==> config.mk <==
export PLATFORM = sky130hd
export DESIGN_NAME = text_banner_ctrl
export DESIGN_NICKNAME = d
export VERILOG_FILES = /design/src/rtl/text_banner_ctrl.sv
export SDC_FILE = /design/constraint.sdc
export NUM_CORES = 1
export LEC_CHECK = 0
export ABC_CLOCK_PERIOD_IN_PS = 5800
export CELL_PAD_IN_SITES_DETAIL_PLACEMENT = 1
export CELL_PAD_IN_SITES_GLOBAL_PLACEMENT = 1
export CORE_AREA = 5 5 77 86
export DETAILED_ROUTE_END_ITERATION = 10
export DIE_AREA = 0 0 82 91
export PLACE_DENSITY = 0.94
export SLEW_MARGIN = 20
export SYNTH_ARGS = -nofsm -noshare
export SYNTH_HDL_FRONTEND = slang
export SYNTH_SLANG_ARGS = --single-unit
export TNS_END_PERCENT = 50
==> constraint.sdc <==
create_clock -name clk -period 5.8 [get_ports clk]
set_input_delay 1.45 -clock clk [delete_from_list [all_inputs] [get_ports clk]]
set_output_delay 1.45 -clock clk [all_outputs]
set_load 0.005 [all_outputs]
==> src/rtl/text_banner_ctrl.sv <==
// text_banner_ctrl: frame-synchronous reveal/blink sequencer driving the banner glyph renderers
module text_banner_ctrl #(
  parameter int BASE_X = 192,
  parameter int BASE_Y = 220,
  parameter int TYPE_FRAMES = 6,
  parameter int BLINK_FRAMES = 30
) (
  input  logic       clk,
  input  logic       rst_n,
  input  logic       frame_tick,
  input  logic [9:0] x,
  input  logic [9:0] y,
  input  logic [1:0] msg_sel,
  input  logic       show_req,
  input  logic       hide_req,
  output logic [9:0] start_x,
  output logic [9:0] start_y,
  output logic [4:0] char_code,
  output logic       char_en,
  output logic       busy
);
  typedef enum logic [1:0] {IDLE, TYPE, HOLD} state_t;
  state_t state, state_n;
  logic [1:0] cur_msg, cur_msg_n, pend_msg, pend_msg_n;
  logic [3:0] revealed, revealed_n, msg_len;
  logic [7:0] fcnt, fcnt_n;
  logic blink_on, blink_n, show_pend, show_n, hide_pend, hide_n;
  logic [9:0] dx, dy;
  logic in_span, vis;
  logic [2:0] slot;
  logic [4:0] code;

  function automatic logic [4:0] rom(input logic [1:0] m, input logic [2:0] s);
    case ({m, s})
      5'd0:  rom = 5'd16;
      5'd1:  rom = 5'd15;
      5'd2:  rom = 5'd14;
      5'd3:  rom = 5'd7;
      5'd8:  rom = 5'd16;
      5'd9:  rom = 5'd27;
      5'd11: rom = 5'd23;
      5'd12: rom = 5'd9;
      5'd13: rom = 5'd14;
      5'd16: rom = 5'd16;
      5'd17: rom = 5'd28;
      5'd19: rom = 5'd23;
      5'd20: rom = 5'd9;
      5'd21: rom = 5'd14;
      5'd24: rom = 5'd16;
      5'd25: rom = 5'd1;
      5'd26: rom = 5'd21;
      5'd27: rom = 5'd19;
      5'd28: rom = 5'd5;
      default: rom = 5'd0;
    endcase
  endfunction

  assign msg_len = cur_msg == 2'd0 ? 4'd4 : cur_msg == 2'd3 ? 4'd5 : 4'd6;
  assign busy = state != IDLE || show_pend;

  always_comb begin
    state_n = state;
    cur_msg_n = cur_msg;
    revealed_n = revealed;
    fcnt_n = fcnt;
    blink_n = blink_on;
    show_n = show_pend;
    hide_n = hide_pend;
    pend_msg_n = pend_msg;
    if (frame_tick) begin
      show_n = 1'b0;
      hide_n = 1'b0;
      if (hide_pend) begin
        state_n = IDLE;
        revealed_n = 4'd0;
        blink_n = 1'b0;
        fcnt_n = 8'd0;
      end else if (show_pend) begin
        state_n = TYPE;
        cur_msg_n = pend_msg;
        revealed_n = 4'd1;
        fcnt_n = 8'd0;
        blink_n = 1'b0;
      end else if (state == TYPE) begin
        if (fcnt == 8'(TYPE_FRAMES - 1)) begin
          fcnt_n = 8'd0;
          revealed_n = revealed + 4'd1;
          if (revealed + 4'd1 == msg_len) begin
            state_n = HOLD;
            blink_n = 1'b1;
          end
        end else fcnt_n = fcnt + 8'd1;
      end else if (state == HOLD) begin
        fcnt_n = fcnt == 8'(BLINK_FRAMES - 1) ? 8'd0 : fcnt + 8'd1;
        blink_n = fcnt == 8'(BLINK_FRAMES - 1) ? ~blink_on : blink_on;
      end
    end
    // new requests land after any tick application, so a same-cycle request waits a frame
    if (hide_req) begin
      show_n = 1'b0;
      hide_n = 1'b1;
    end else if (show_req) begin
      show_n = 1'b1;
      hide_n = 1'b0;
      pend_msg_n = msg_sel;
    end
  end

  assign dx = x - 10'(BASE_X);
  assign dy = y - 10'(BASE_Y);
  assign in_span = x >= 10'(BASE_X) && dx < 10'd256 && y >= 10'(BASE_Y) && dy < 10'd40;
  assign slot = dx[7:5];
  assign code = rom(cur_msg, slot);
  assign vis = state != IDLE && in_span && {1'b0, slot} < revealed && code != 5'd0
               && (state == TYPE || blink_on);

  always_ff @(posedge clk or negedge rst_n) begin
    if (!rst_n) begin
      state <= IDLE;
      cur_msg <= 2'd0;
      pend_msg <= 2'd0;
      revealed <= 4'd0;
      fcnt <= 8'd0;
      blink_on <= 1'b0;
      show_pend <= 1'b0;
      hide_pend <= 1'b0;
      start_x <= 10'd0;
      start_y <= 10'd0;
      char_code <= 5'd0;
      char_en <= 1'b0;
    end else begin
      state <= state_n;
      cur_msg <= cur_msg_n;
      pend_msg <= pend_msg_n;
      revealed <= revealed_n;
      fcnt <= fcnt_n;
      blink_on <= blink_n;
      show_pend <= show_n;
      hide_pend <= hide_n;
      char_en <= vis;
      char_code <= vis ? code : 5'd0;
      if (in_span) begin
        start_x <= 10'(BASE_X) + {2'b00, slot, 5'b00000};
        start_y <= 10'(BASE_Y);
      end
    end
  end
endmodule

-- Word level (Yosys, flattened, before mapping)
Memory sizes are Yosys's and may differ from the RTL's.
Index checks and enable logic that the tools add are counted.
- $add $sub $neg: 5
- order comparisons: 5
- equal/unequal tests: 8
- muxes and demuxes: 30
- bitwise gates (word level): 3
- reduce and logical (&&, ||, !) cells: 24
- operators with widths (kind ; number):
    $mux 8 ; 6
    $ge 10x8->1 const B ; 2
    $sub 10x8->10 const B ; 2
    $mux 4 ; 4
    $mux 2 ; 7
    $mux 1 ; 12
    $reduce_bool 3->1 ; 4
    $lt 10x6->1 const B ; 1
    $lt 10x9->1 const B ; 1
    $add 8x8->9 const A ; 1
    $add 8x1->8 const B ; 1
    $eq 8x3->1 const B ; 1
    $eq 8x5->1 const B ; 1
    $ne 4x4->1 const B ; 2
    $reduce_bool 4->1 ; 2
    $logic_and 1x1->1 ; 7
    $reduce_and 3->1 ; 2
    $mux 5 ; 1
    $reduce_and 5->1 ; 1
    $reduce_bool 5->1 ; 1
    $add 4x1->4 const B ; 1
    $eq 2x2->1 const B ; 2
    $eq 4x3->1 ; 1
    $lt 3x4->1 ; 1
    7 further kinds ; 11
- register bits after elaboration: 38
- ROM bits: 160
- bits of input ports: 27
- logic and storage cells: 88
- memories kept: 1
- memory list (memory ; words ; width ; rd ports ; clocked after memory_dff ; wr ports ; RTL line ; source):
    (name not given) ; 32 ; 5 ; 1 ; 0 ; 0 ; 34 ; case ({m, s})

-- Depth between registers and ports, before layout
- depth after elaboration: 10
- mapped depth: 7
- gate-level depth less buffers: 7

-- Worst setup path after synthesis
No wires, ideal clock.
- path type: input port to flip-flop
- start: input port x[6]
- end: register char_en
- data arrival time: 2770 ps
- data required time: 5705 ps
- setup slack: 2935 ps
- cell stages on the path: 7
- buffers on the path: 1
- path through: ha_1 -> buf_1 -> nand3_1 -> o311ai_0 -> o21ai_0 -> and3_1 -> a211oi_1
- word-level cells in the longest chain between the ends: 9
- ends and longest elaborated chain (item ; RTL line ; source):
    from (decl) ; 11 ; input logic [9:0] x,
    $sub 10x8->10 ; 109 ; assign dx = x - 10'(BASE_X);
    $lt 10x9->1 ; 111 ; assign in_span = x >= 10'(BASE_X) && dx < 10'd256 && y >= 10'(BASE_Y) && dy < 10'd40;
    $logic_and 1x1->1 (3 in series) ; 111 ;
    $logic_and 1x1->1 (2 in series) ; 114 ; assign vis = state != IDLE && in_span && {1'b0, slot} < revealed && code != 5'd0
    $logic_and 1x1->1 * ; 114 ;
    $logic_and 1x1->1 * ; 115 ; && (state == TYPE || blink_on);
    net vis ; 29 ; logic in_span, vis;
    to (signal assigned) ; 140 ; char_en <= vis;
    to (decl) ; 19 ; output logic char_en,
Mark *: on every way through the listed nets, which the timed path passes. The rest lies on a longest branch.
A chain may end at the register's enable or synchronous reset.

-- Worst setup path after layout
Ends and elaborated chain as after synthesis.

==> run_results.csv <==
group,metric,value,unit
synth,synthFlopType,"sky130_fd_sc_hd__dfrtp_1",
status,outcome,"completed",
setup_path,worstSetupPathType,"input port to register",
final_layout,antenna_cells_inserted,0,
placement,place.detailed.hpwl,3.84,mm
final_layout,post_route_cells_drive_above_1_share,9.89,%
clocking,worst_skew_pair.late_latency,280,ps
synth,postSynth.asyncResetShare,100,%
synth,synth_area_per_cell,9.52,um2
die,io_pins,54,
placement,port_buffers,35,
setup_path,worst_path_max_delay_cell,"sky130_fd_sc_hd__ha_1",
synth,synth_cells,228,
global_routing,antenna_found_initial,0,
global_routing,grt_pass1_wl,8.39,mm
synth,synth.lib_cells_used.distinct,51,
die,floorplan.die.height,91,um
setup_path,worstSetupStartpointType,"input port",
sta,grt_setup_unrepaired,"false",
power,worst_ir_drop_vdd,0.000131,V
clocking,clock_pin_slew_on_the_worst_setup_and_hold_paths,70,ps
worst_hold_path,timing.hold.worst.class,"register to register",
global_routing,grtUsageTotal,14.1,%
global_routing,grt.overflow.total,0,
synth,synth_sequential_area_ratio,36.9,%
sta,finalHoldViolCount,0,
clocking,cts_setup_buffers,0,
synth,synth_edf_count,0,
clocking,h_tree_depth,2,
power,leakage,1.20,nW
placement,dpl_cell_area,2530,um2
worst_hold_path,hold_path_end,"cur_msg[1]$_DFFE_PN0P_",
final_layout,design.final.nets,304,
setup_path,timing.rr.end,"fcnt[0]$_DFFE_PN0P_",
routing,post-route-drc-count,0,
sta,timing.final.crit_share,61.9,%
setup_path,timing.critical_path.slowest_cell_delay,670,ps
global_routing,number_of_global_route_vias_before_repair,1811,
power,power.total,0.729,mW
clocking,clock_tree.buffer_depth,2,
clocking,cts_tree,"built",
clocking,holdBufCountCts,0,
worst_hold_path,hold_start,"pend_msg[1]$_DFFE_PN0P_",
sta,totalNegativeSetupSlack,0,ps
global_routing,largest_net_degree_at_the_start_of_global_routing,33,
routing,drt-initial-drc-count,22,
die,design.die.area,7460,um2
setup_path,worst-r2r-setup-slack,3510,ps
setup_path,critical_path.top_delay_family,"adder cells",
power,power.density_cell_area,276,nW/um2
clocking,ctsRootBufferMaster,"sky130_fd_sc_hd__clkbuf_8",
setup_path,data_required_time_of_the_worst_path,5940,ps
routing,mean_number_of_vias_per_cell,5.09,
die,num_rows,29,
sta,max-slew-margin-rel,55.2,%
placement,gp_congestion,0.787,
die,fp.dieW,82,um
routing,ant_nets,0,
setup_path,crit_buf_inv,1,
sta,final_max_slew_viol_count,0,
setup_path,timing.critical_path.to_type,"register",
die,starting_density_of_the_core,38.4,%
routing,detail_route.wl_per_cell,14.3,um
setup_path,critical_path.max_fanout,13,
routing,via_count,1732,
routing,detail_route.first_pass.iterations,4,
sta,fin_worst_skew,6.06,ps
die,floorplan.core_area,5660,um2
final_layout,flow.area_growth_from_synthesis,21.6,%
synth,total_of_flip_flops_plus_latches_after_synthesis,32,
sta,finalSetupViolCount,0,
final_layout,layout.cell_area.non_filler,2640,um2
flow_run,max-cap-violations,0,
setup_path,rr_worst_depth,7,
routing,wl_final,4.88,mm
clocking,cts_bufs_inserted,5,
setup_path,worst_endpoint_data_arrival_time,3730,ps
setup_path,critical_path.cell_chain,"clkdlybuf4s50_1 -> ha_1 -> mux4_2 -> o21ai_0 -> and3_1 -> a211oi_1",
clocking,number_of_gates_resized_after_cts,0,
worst_hold_path,min_delay_path_depth,1,
setup_path,reg2reg_from,"state[1]$_DFFE_PN0P_",
sta,final_period_minus_worst_setup_slack,3590,ps
synth,total_number_of_yosys_warnings,0,
sta,timing_worst_slew_pin_value,664,ps
synth,netlist_area,2170,um2
clocking,clock-sinks,32,
sta,max_clock_freq,0.278,GHz
[routing by layer]
layer / up-vias / global-route usage [%] / part of all wire [%]
met5: - / 0 / 0
li1: 855 / - / -
met1: 842 / 17.0 / 42
met2: 27 / 24.8 / 53
met4: 0 / 4.71 / 1.9
met3: 8 / 2.38 / 3.4
[logic make-up (layout without fill, tap and decap cells)]
logic type	after synthesis	after routing	share of synthesized area [%]
buf+inv	35	60	8.99
fa+ha+maj	15	15	8.65
flops	32	32	36.9
other cells	1	11	0.173
xor+xnor	7	7	2.82
compound gates	56	56	18.0
simple gates	69	69	17.0
mux	13	13	7.44
[power by group]
| group | leakage [nW] | switching, mW | internal, mW | total (mW) |
|---|---|---|---|---|
| clock network | 0.0541 | 0.0855 | 0.127 | 0.212 |
| logic | 0.726 | 0.102 | 0.128 | 0.230 |
| registers | 0.417 | 0.0355 | 0.251 | 0.286 |
[cell type report]
cell class | instances | area [um2]
repair buffers | 36 | 358
well taps | 77 | 96.3
clock buffers | 5 | 68.8
clock inverters | 3 | 42.5
flip-flops and latches | 32 | 801
multi-input cells | 171 | 1210
fillers | 670 | 3020
inverters | 16 | 60.1
[worst max-delay path by stage]
stage                             endpoint  depth (start not counted)  from  slack, ps
floorplan                char_en$_DFF_PN0_                          7  x[6]       2930
global placement         char_en$_DFF_PN0_                          6  x[6]       1960
detailed placement       char_en$_DFF_PN0_                          6  x[6]       1900
CTS                      char_en$_DFF_PN0_                          6  x[6]       2200
global route        char_code[2]$_DFF_PN0_                          6  x[6]       1990
finish                   char_en$_DFF_PN0_                          6  x[6]       2210
[sequential cells by signal, summed over array words and instances, names as in the netlist]
| name | cells |
|---|---|
| fcnt | 8 |
| show_pend | 1 |
| char_code | 5 |
| revealed | 4 |
| cur_msg | 2 |
| state | 2 |
| start_x | 4 |
| pend_msg | 2 |
| start_y | 1 |
| blink_on | 1 |
| hide_pend | 1 |
| char_en | 1 |
[metrics by stage]
stage | util, % | hold WS, ps | instances | setup slack, ps
detailed placement | 44.7 | 500 | 332 | 1900
global route | 46.6 | 542 | 340 | 1990
finish | 46.6 | 516 | 340 | 2210
floorplan | - | 477 | 238 | 2930
CTS | 46.6 | 520 | 340 | 2200
global placement | 44.7 | 497 | 332 | 1960
[cells in the mapped netlist, types with 2 or more instances]
cell	n	share of area, %
sky130_fd_sc_hd__o21ai_1	2	0.46
sky130_fd_sc_hd__a21oi_1	11	2.5
sky130_fd_sc_hd__mux2_4	2	1.4
sky130_fd_sc_hd__a31o_2	3	1.2
sky130_fd_sc_hd__a21o_1	2	0.69
sky130_fd_sc_hd__a31oi_1	4	1.2
sky130_fd_sc_hd__mux2i_1	3	1.4
sky130_fd_sc_hd__o21ai_0	12	2.8
sky130_fd_sc_hd__a22o_1	5	2.0
sky130_fd_sc_hd__nand4_1	2	0.58
sky130_fd_sc_hd__nand3b_1	2	0.69
sky130_fd_sc_hd__nand3_1	6	1.4
sky130_fd_sc_hd__nand2_1	10	1.7
sky130_fd_sc_hd__ha_1	15	8.6
sky130_fd_sc_hd__buf_4	15	5.2
sky130_fd_sc_hd__inv_1	16	2.8
sky130_fd_sc_hd__nor2_1	15	2.6
sky130_fd_sc_hd__clkbuf_1	2	0.35
sky130_fd_sc_hd__nor3_1	7	1.6
sky130_fd_sc_hd__and3_1	5	1.4
sky130_fd_sc_hd__xnor2_1	4	1.6
sky130_fd_sc_hd__nand2b_1	2	0.58
sky130_fd_sc_hd__a21boi_0	2	0.69
sky130_fd_sc_hd__mux2_2	7	3.6
sky130_fd_sc_hd__dfrtp_1	32	37
sky130_fd_sc_hd__xor2_1	3	1.2
sky130_fd_sc_hd__nor2b_1	12	3.5
sky130_fd_sc_hd__nor3b_1	3	1.0
sky130_fd_sc_hd__o22ai_1	2	0.58
[cells in the final DEF, fill, tap and decap left out, types with 10 or more instances in the layout]
master and instances:
sky130_fd_sc_hd__a21oi_1 11, sky130_fd_sc_hd__dfrtp_1 32, sky130_fd_sc_hd__clkdlybuf4s50_1 35, sky130_fd_sc_hd__nor2b_1 12, sky130_fd_sc_hd__nor2_1 15, sky130_fd_sc_hd__inv_1 16
sky130_fd_sc_hd__nand2_1 10, sky130_fd_sc_hd__conb_1 11, sky130_fd_sc_hd__o21ai_0 12, sky130_fd_sc_hd__ha_1 15
Power figures use the tool's default switching activity.
